File: src/rtl/blit_pkg.sv
// ---------------------------------------------------------------------------
// blit_pkg
// Shared definitions for the screen blitter:
//   - blit_state_e : controller states (IDLE, DRAW, FLUSH, DONE)
//   - DEF_*        : default resolution, colour depth and image count
//   - width_of()   : counter width helper that never returns zero
// No ports (package).
// ---------------------------------------------------------------------------
package blit_pkg;

  typedef enum logic [1:0] {
    IDLE  = 2'd0,
    DRAW  = 2'd1,
    FLUSH = 2'd2,
    DONE  = 2'd3
  } blit_state_e;

  localparam int DEF_H_RES    = 160;
  localparam int DEF_V_RES    = 120;
  localparam int DEF_COLOUR_W = 9;
  localparam int DEF_NUM_IMG  = 4;

  // A single-valued range still needs a one-bit signal to carry it.
  function automatic int width_of(input int n);
    return (n > 1) ? $clog2(n) : 1;
  endfunction

endpackage

File: src/rtl/blit_addr_gen.sv
// ---------------------------------------------------------------------------
// blit_addr_gen
// Raster-order pixel counters for the blitter. Keeps the column, the row and
// the linear ROM address (y*H_RES+x) in step without a multiplier.
// Ports:
//   clk_i    in   system clock
//   reset_i  in   synchronous active-high reset, clears all counters
//   clear_i  in   restart the raster at (0,0), address 0
//   step_i   in   advance one pixel (ignored on the final pixel)
//   x_o      out  current column
//   y_o      out  current row
//   addr_o   out  current linear address
//   last_o   out  high while the counters sit on (H_RES-1, V_RES-1)
// ---------------------------------------------------------------------------
module blit_addr_gen
  import blit_pkg::*;
#(
  parameter int H_RES = DEF_H_RES,
  parameter int V_RES = DEF_V_RES
) (
  input  logic                                clk_i,
  input  logic                                reset_i,
  input  logic                                clear_i,
  input  logic                                step_i,
  output logic [width_of(H_RES)-1:0]          x_o,
  output logic [width_of(V_RES)-1:0]          y_o,
  output logic [width_of(H_RES*V_RES)-1:0]    addr_o,
  output logic                                last_o
);

  localparam int XW = width_of(H_RES);
  localparam int YW = width_of(V_RES);
  localparam int AW = width_of(H_RES * V_RES);

  logic [XW-1:0] x_q, x_d;
  logic [YW-1:0] y_q, y_d;
  logic [AW-1:0] addr_q, addr_d;
  logic          lastPixel;
  logic          endOfRow;

  assign endOfRow  = (x_q == XW'(H_RES - 1));
  assign lastPixel = endOfRow && (y_q == YW'(V_RES - 1));

  // Next-pixel logic. The counters freeze on the final pixel so the address
  // can never run past the end of the image, whatever the controller does.
  always_comb begin
    x_d    = x_q;
    y_d    = y_q;
    addr_d = addr_q;
    if (clear_i) begin
      x_d    = '0;
      y_d    = '0;
      addr_d = '0;
    end else if (step_i && !lastPixel) begin
      addr_d = addr_q + 1'b1;
      if (endOfRow) begin
        x_d = '0;
        y_d = y_q + 1'b1;
      end else begin
        x_d = x_q + 1'b1;
      end
    end
  end

  // Counter registers.
  always_ff @(posedge clk_i) begin
    if (reset_i) begin
      x_q    <= '0;
      y_q    <= '0;
      addr_q <= '0;
    end else begin
      x_q    <= x_d;
      y_q    <= y_d;
      addr_q <= addr_d;
    end
  end

  assign x_o    = x_q;
  assign y_o    = y_q;
  assign addr_o = addr_q;
  assign last_o = lastPixel;

endmodule

File: src/rtl/screen_blitter.sv
// ---------------------------------------------------------------------------
// screen_blitter
// Full-screen image blitter for the VGA adapter. A start pulse in IDLE
// latches the image index, then every pixel address is issued to the external
// ROMs in raster order. Pixel coordinates travel down a ROM_LAT-deep delay
// line so that x/y/colour/plot leave the block aligned with the ROM data.
// Optional feature macro: BLIT_TRANSPARENT_EN -- pixels whose ROM colour
// equals KEY_COL are not plotted, letting images overlay the framebuffer.
// Ports:
//   clk_i       in   system clock
//   reset_i     in   synchronous active-high reset, aborts a frame at once
//   start_i     in   draw request, only honoured in IDLE
//   img_sel_i   in   image index, latched on an accepted start
//   busy_o      out  high from accepted start until the done pulse
//   done_o      out  one-cycle pulse once the last pixel has been plotted
//   rom_addr_o  out  linear pixel address y*H_RES+x
//   rom_sel_o   out  latched (clamped) image index for the ROM mux
//   rom_data_i  in   ROM data, valid ROM_LAT clocks after rom_addr_o
//   x_o, y_o    out  pixel coordinates to the VGA adapter
//   colour_o    out  pixel colour to the VGA adapter
//   plot_o      out  registered write enable to the VGA adapter
// ---------------------------------------------------------------------------
module screen_blitter
  import blit_pkg::*;
#(
  parameter int H_RES    = DEF_H_RES,
  parameter int V_RES    = DEF_V_RES,
  parameter int COLOUR_W = DEF_COLOUR_W,
  parameter int NUM_IMG  = DEF_NUM_IMG,
  parameter int ROM_LAT  = 1,
  parameter int KEY_COL  = 0
) (
  input  logic                              clk_i,
  input  logic                              reset_i,
  input  logic                              start_i,
  input  logic [width_of(NUM_IMG)-1:0]      img_sel_i,
  output logic                              busy_o,
  output logic                              done_o,
  output logic [width_of(H_RES*V_RES)-1:0]  rom_addr_o,
  output logic [width_of(NUM_IMG)-1:0]      rom_sel_o,
  input  logic [COLOUR_W-1:0]               rom_data_i,
  output logic [width_of(H_RES)-1:0]        x_o,
  output logic [width_of(V_RES)-1:0]        y_o,
  output logic [COLOUR_W-1:0]               colour_o,
  output logic                              plot_o
);

  localparam int XW = width_of(H_RES);
  localparam int YW = width_of(V_RES);
  localparam int AW = width_of(H_RES * V_RES);
  localparam int SW = width_of(NUM_IMG);
  localparam logic [COLOUR_W-1:0] KeyColour = COLOUR_W'(KEY_COL);
`ifdef BLIT_TRANSPARENT_EN
  localparam bit TransparentEn = 1'b1;
`else
  localparam bit TransparentEn = 1'b0;
`endif

  blit_state_e state_q, state_d;
  logic        accept;
  logic        issue;
  logic        stateBusy;
  logic        stateDone;
  logic        drainEmpty;

  logic [SW-1:0] romSel_q;
  logic [SW-1:0] selClamped;

  logic [XW-1:0] genX;
  logic [YW-1:0] genY;
  logic [AW-1:0] genAddr;
  logic          genLast;

  logic [ROM_LAT-1:0][XW-1:0] pipeX_q;
  logic [ROM_LAT-1:0][YW-1:0] pipeY_q;
  logic [ROM_LAT-1:0]         pipeValid_q;

  logic [XW-1:0]       x_q;
  logic [YW-1:0]       y_q;
  logic [COLOUR_W-1:0] colour_q;
  logic                plot_q;
  logic                outValid_q;
  logic                alignedValid;
  logic                keepPixel;

  blit_addr_gen #(
    .H_RES(H_RES),
    .V_RES(V_RES)
  ) u_addr_gen (
    .clk_i  (clk_i),
    .reset_i(reset_i),
    .clear_i(accept),
    .step_i (issue),
    .x_o    (genX),
    .y_o    (genY),
    .addr_o (genAddr),
    .last_o (genLast)
  );

  // The frame is only finished once nothing is left in the delay line and the
  // output stage has retired its pixel. The output stage tracks its own valid
  // so that key-coloured (unplotted) pixels do not shorten the frame.
  assign drainEmpty   = (pipeValid_q == '0) && !outValid_q;
  assign alignedValid = pipeValid_q[ROM_LAT-1];
  assign keepPixel    = !(TransparentEn && (rom_data_i == KeyColour));

  // Out-of-range image indices select the last image instead.
  always_comb begin
    selClamped = img_sel_i;
    if (32'(img_sel_i) >= NUM_IMG) begin
      selClamped = SW'(NUM_IMG - 1);
    end
  end

  // Controller next-state and decoded outputs. Busy and done come straight
  // from the state register, so busy drops in the very cycle done pulses.
  always_comb begin
    state_d   = state_q;
    accept    = 1'b0;
    issue     = 1'b0;
    stateBusy = 1'b0;
    stateDone = 1'b0;
    unique case (state_q)
      IDLE: begin
        if (start_i) begin
          accept  = 1'b1;
          state_d = DRAW;
        end
      end
      DRAW: begin
        issue     = 1'b1;
        stateBusy = 1'b1;
        if (genLast) begin
          state_d = FLUSH;
        end
      end
      FLUSH: begin
        stateBusy = 1'b1;
        if (drainEmpty) begin
          state_d = DONE;
        end
      end
      DONE: begin
        stateDone = 1'b1;
        state_d   = IDLE;
      end
      default: state_d = IDLE;
    endcase
  end

  // State register and the image index captured with an accepted start.
  always_ff @(posedge clk_i) begin
    if (reset_i) begin
      state_q  <= IDLE;
      romSel_q <= '0;
    end else begin
      state_q <= state_d;
      if (accept) begin
        romSel_q <= selClamped;
      end
    end
  end

  // Coordinate delay line: stage 0 holds the pixel whose address the ROM is
  // sampling, the last stage lines up with rom_data_i.
  always_ff @(posedge clk_i) begin
    if (reset_i) begin
      pipeValid_q <= '0;
      pipeX_q     <= '0;
      pipeY_q     <= '0;
    end else begin
      pipeValid_q[0] <= issue;
      pipeX_q[0]     <= genX;
      pipeY_q[0]     <= genY;
      for (int i = 1; i < ROM_LAT; i++) begin
        pipeValid_q[i] <= pipeValid_q[i-1];
        pipeX_q[i]     <= pipeX_q[i-1];
        pipeY_q[i]     <= pipeY_q[i-1];
      end
    end
  end

  // Registered VGA outputs. Coordinates and colour only move when a pixel is
  // actually plotted, so they hold the last written pixel otherwise.
  always_ff @(posedge clk_i) begin
    if (reset_i) begin
      x_q        <= '0;
      y_q        <= '0;
      colour_q   <= '0;
      plot_q     <= 1'b0;
      outValid_q <= 1'b0;
    end else begin
      outValid_q <= alignedValid;
      plot_q     <= alignedValid && keepPixel;
      if (alignedValid && keepPixel) begin
        x_q      <= pipeX_q[ROM_LAT-1];
        y_q      <= pipeY_q[ROM_LAT-1];
        colour_q <= rom_data_i;
      end
    end
  end

  assign busy_o     = stateBusy;
  assign done_o     = stateDone;
  assign rom_addr_o = genAddr;
  assign rom_sel_o  = romSel_q;
  assign x_o        = x_q;
  assign y_o        = y_q;
  assign colour_o   = colour_q;
  assign plot_o     = plot_q;

endmodule
File: config.mk
export PLATFORM = sky130hd
export DESIGN_NAME = screen_blitter
export DESIGN_NICKNAME = d
export VERILOG_FILES = /design/src/rtl/blit_pkg.sv /design/src/rtl/blit_addr_gen.sv /design/src/rtl/screen_blitter.sv
export SDC_FILE = /design/constraint.sdc
export NUM_CORES = 1
export LEC_CHECK = 0
export BUFFER_PORTS_ARGS = -buffer_cell sky130_fd_sc_hd__clkbuf_2
export CORE_UTILIZATION = 45
export CTS_CLUSTER_SIZE = 14
export DETAILED_ROUTE_END_ITERATION = 10
export PLACE_DENSITY = 0.67
export SLEW_MARGIN = 20
export SYNTH_ARGS = -nofsm -noshare
export SYNTH_HDL_FRONTEND = slang
export SYNTH_SLANG_ARGS = --single-unit
export TNS_END_PERCENT = 20
File: constraint.sdc
create_clock -name clk_i -period 4.6 [get_ports clk_i]
set_input_delay 0.69 -clock clk_i [delete_from_list [all_inputs] [get_ports clk_i]]
set_output_delay 0.69 -clock clk_i [all_outputs]
set_load 0.1 [all_outputs]
==> metrics.cfg <==
[cts]
post_cts_resized = 0
ctsRootBufferMaster = clkbuf_8
cts_hold_buf = 0
cts_setup_buffers = 0
numCtsBuffers = 9
cts_tree = done
cts_sinks = 75
cts_buffer_depth = 2
clk-insertion-delay-late_ns = 0.35
clk_pin_slew_ns = 0.08
htreeDepth = 3

[setup_path]
arrival_ns = 1.63
required_ns = 3.91
cp-start-kind = flip-flop
crit_fanout = 4
crit_type = reg2out
critPathCaptureType = output pin

[global_route]
grt_overflow = 0
grt_max_degree = 48
grt_pass1_wl_um = 10100
grt_pass1_vias = 2201
track_usage_pct = 17.7
antenna_found_initial = 0

[logic_synthesis]
yosysSeqAreaShare_pct = 48.9
synth-seq-cells = 75
synth_warnings = 0
synth_largest_area_cell = dfxtp_1
synth_edf_count = 0
async_flop_share_pct = 0
syn_nets = 338
yosysTopAreaCellShare_pct = 48.9
postSynthAreaPerCell_um2 = 9.71
syn-instance-count = 316
synth-main-ff-cell = dfxtp_1
yosys-top-cells-area = dfxtp_1, mux2i_1, nor2_1
yosysUniqueCellTypes = 40
synth.most_common_cell = dfxtp_1
ys_top_cells_by_count = dfxtp_1, nor2_1, mux2i_1
syn-cell-area_um2 = 3070

[die]
die_area_um2 = 7150
rows = 29
core_area_um2 = 6460
num_io_pins = 58
fp.dieW_um = 84.6
die_h_um = 84.6
initial_core_util_pct = 47.5

[power_and_ir_drop]
p_sw_mw = 0.704
peakVddDrop_mv = 0.394
powerDensity_nw_per_um2 = 497
p_int_mw = 1.07
sequentialPowerShare_pct = 40.3
p_comb_share_pct = 32.0
p_leak_nw = 1.32
p_clk_share_pct = 27.7
netSwitchingFraction_pct = 39.7

[job]
maxCapViolations = 0

[timing]
skew_ns = 0.00911
slew_viol_final = 0
worst_slew_pin_slew_ns = 0.912
rsz0062_at_grt = false
hold_violations = 0
finalSetupViolations = 0
fmax_ghz = 0.431
slew_headroom_pct = 39.2
setup_tns_ns = 0
min_period_ns = 2.32
timing.final.crit_share_pct = 50.4
holdWs_ns = 0.462

[drt]
drtPass1Iterations = 9
vias = 2380
drt_wl_total_um = 5770
routedWlPerCell_um = 12.8
avgViaCountPerCell = 5.27
antenna_left = 0
drtIter0Drc = 174
drc = 8

[run_status]
violations = DRC
status = complete, but fails checks

[placed_design]
place_congestion = 0.814
dp_hpwl_um = 3910
io_buffers = 57

[layout]
drive_above_1_share_pct = 23.5
fin_nets = 392
diodes = 0
area_growth_pct = 16.4
nFillCells = 621

[worst_hold_path]
hold_path.class = reg2reg

-- flip-flops by register name, summed over array words and instances (netlist names) --
signal and cells:
colour_o 9, u_addr_gen.y_o 7, x_o 8, y_o 7, pipeX_q 8, u_addr_gen.x_o 8
rom_sel_o 2, u_addr_gen.addr_o 15, outValid_q 1, state_q 2, pipeY_q 7, alignedValid 1
-- power by group through the flow --
stage / clock, mW / combinational (mW) / sequential (mW)
3_5_place_dp: 0 / 0.570 / 0.730
5_1_grt: 0.535 / 0.612 / 0.720
4_1_cts: 0.506 / 0.571 / 0.715
2_1_floorplan: 0 / 0.366 / 0.874
3_3_place_gp: 0 / 0.563 / 0.729
6_report: 0.492 / 0.567 / 0.715
-- worst paths after layout --
check / slack, ns / from / to / cells past startpoint
setup / recovery: 2.28 / state_q[0] / busy_o / 3
hold / removal: 0.46 / pipeY_q[0] / y_o[0] / 2
setup reg to reg: 2.48 / u_addr_gen.x_o[0] / u_addr_gen.x_o[6] / 5
hold reg to reg: 0.46 / pipeY_q[0] / y_o[0] / 2
-- cells in the final DEF, fill, tap and decap left out, drive strengths merged, types with 3 or more instances in the layout --
master / n
o41ai: 3
or3: 10
a21oi: 29
clkinv: 3
o31ai: 10
mux2i: 24
o21ai: 13
or4: 11
xnor2: 3
ha: 8
inv: 8
clkbuf: 67
nand3: 14
nand4: 4
nand2: 18
nor2: 32
dfxtp: 75
and2: 4
nor2b: 15
-- cell type report --
| class | count | area [um^2] | share of cell area [%] |
|---|---|---|---|
| clock buffers | 10 | 128 | 3.57 |
| clock inverters | 6 | 65.1 | 1.82 |
| inverters | 7 | 26.3 | 0.736 |
| multi-input cells | 218 | 1450 | 40.7 |
| flip-flops and latches | 75 | 1500 | 42.0 |
| well taps | 77 | 96.3 | 2.70 |
| repair buffers | 59 | 300 | 8.41 |
-- per-stage QoR --
stage	area (um^2)	worst slack [ns]	util, %	power, mW	instances
floorplan	3070	2.26	-	1.24	316
global placement	3380	1.85	52.3	1.29	436
detailed placement	3380	1.84	52.3	1.30	436
CTS	3570	2.20	55.2	1.79	452
global route	3570	2.21	55.3	1.87	452
finish	3570	2.28	55.3	1.77	452
-- critical path: stages (launching register included) --
cell,delay (ns)
dfxtp_1,0.40
inv_1,0.10
ha_1,0.32
clkbuf_2,0.46
-- kinds of logic after synthesis --
kind of cell | count (synthesis) | share of synthesized area (%)
xor+xnor | 3 | 0.857
flops | 75 | 48.9
mux | 24 | 7.83
buf+inv | 23 | 3.75
simple gates | 120 | 21.2
compound gates | 63 | 14.2
fa+ha+maj | 8 | 3.26
-- layer usage --
layer	track usage (%)	part of all wire, %	vias up
met5	0	0	-
met4	6.32	1.4	0
met3	6.69	4.6	6
met2	26.8	45	48
met1	23.2	49	1094
li1	-	-	1232
(Power assumes the default switching activity.)
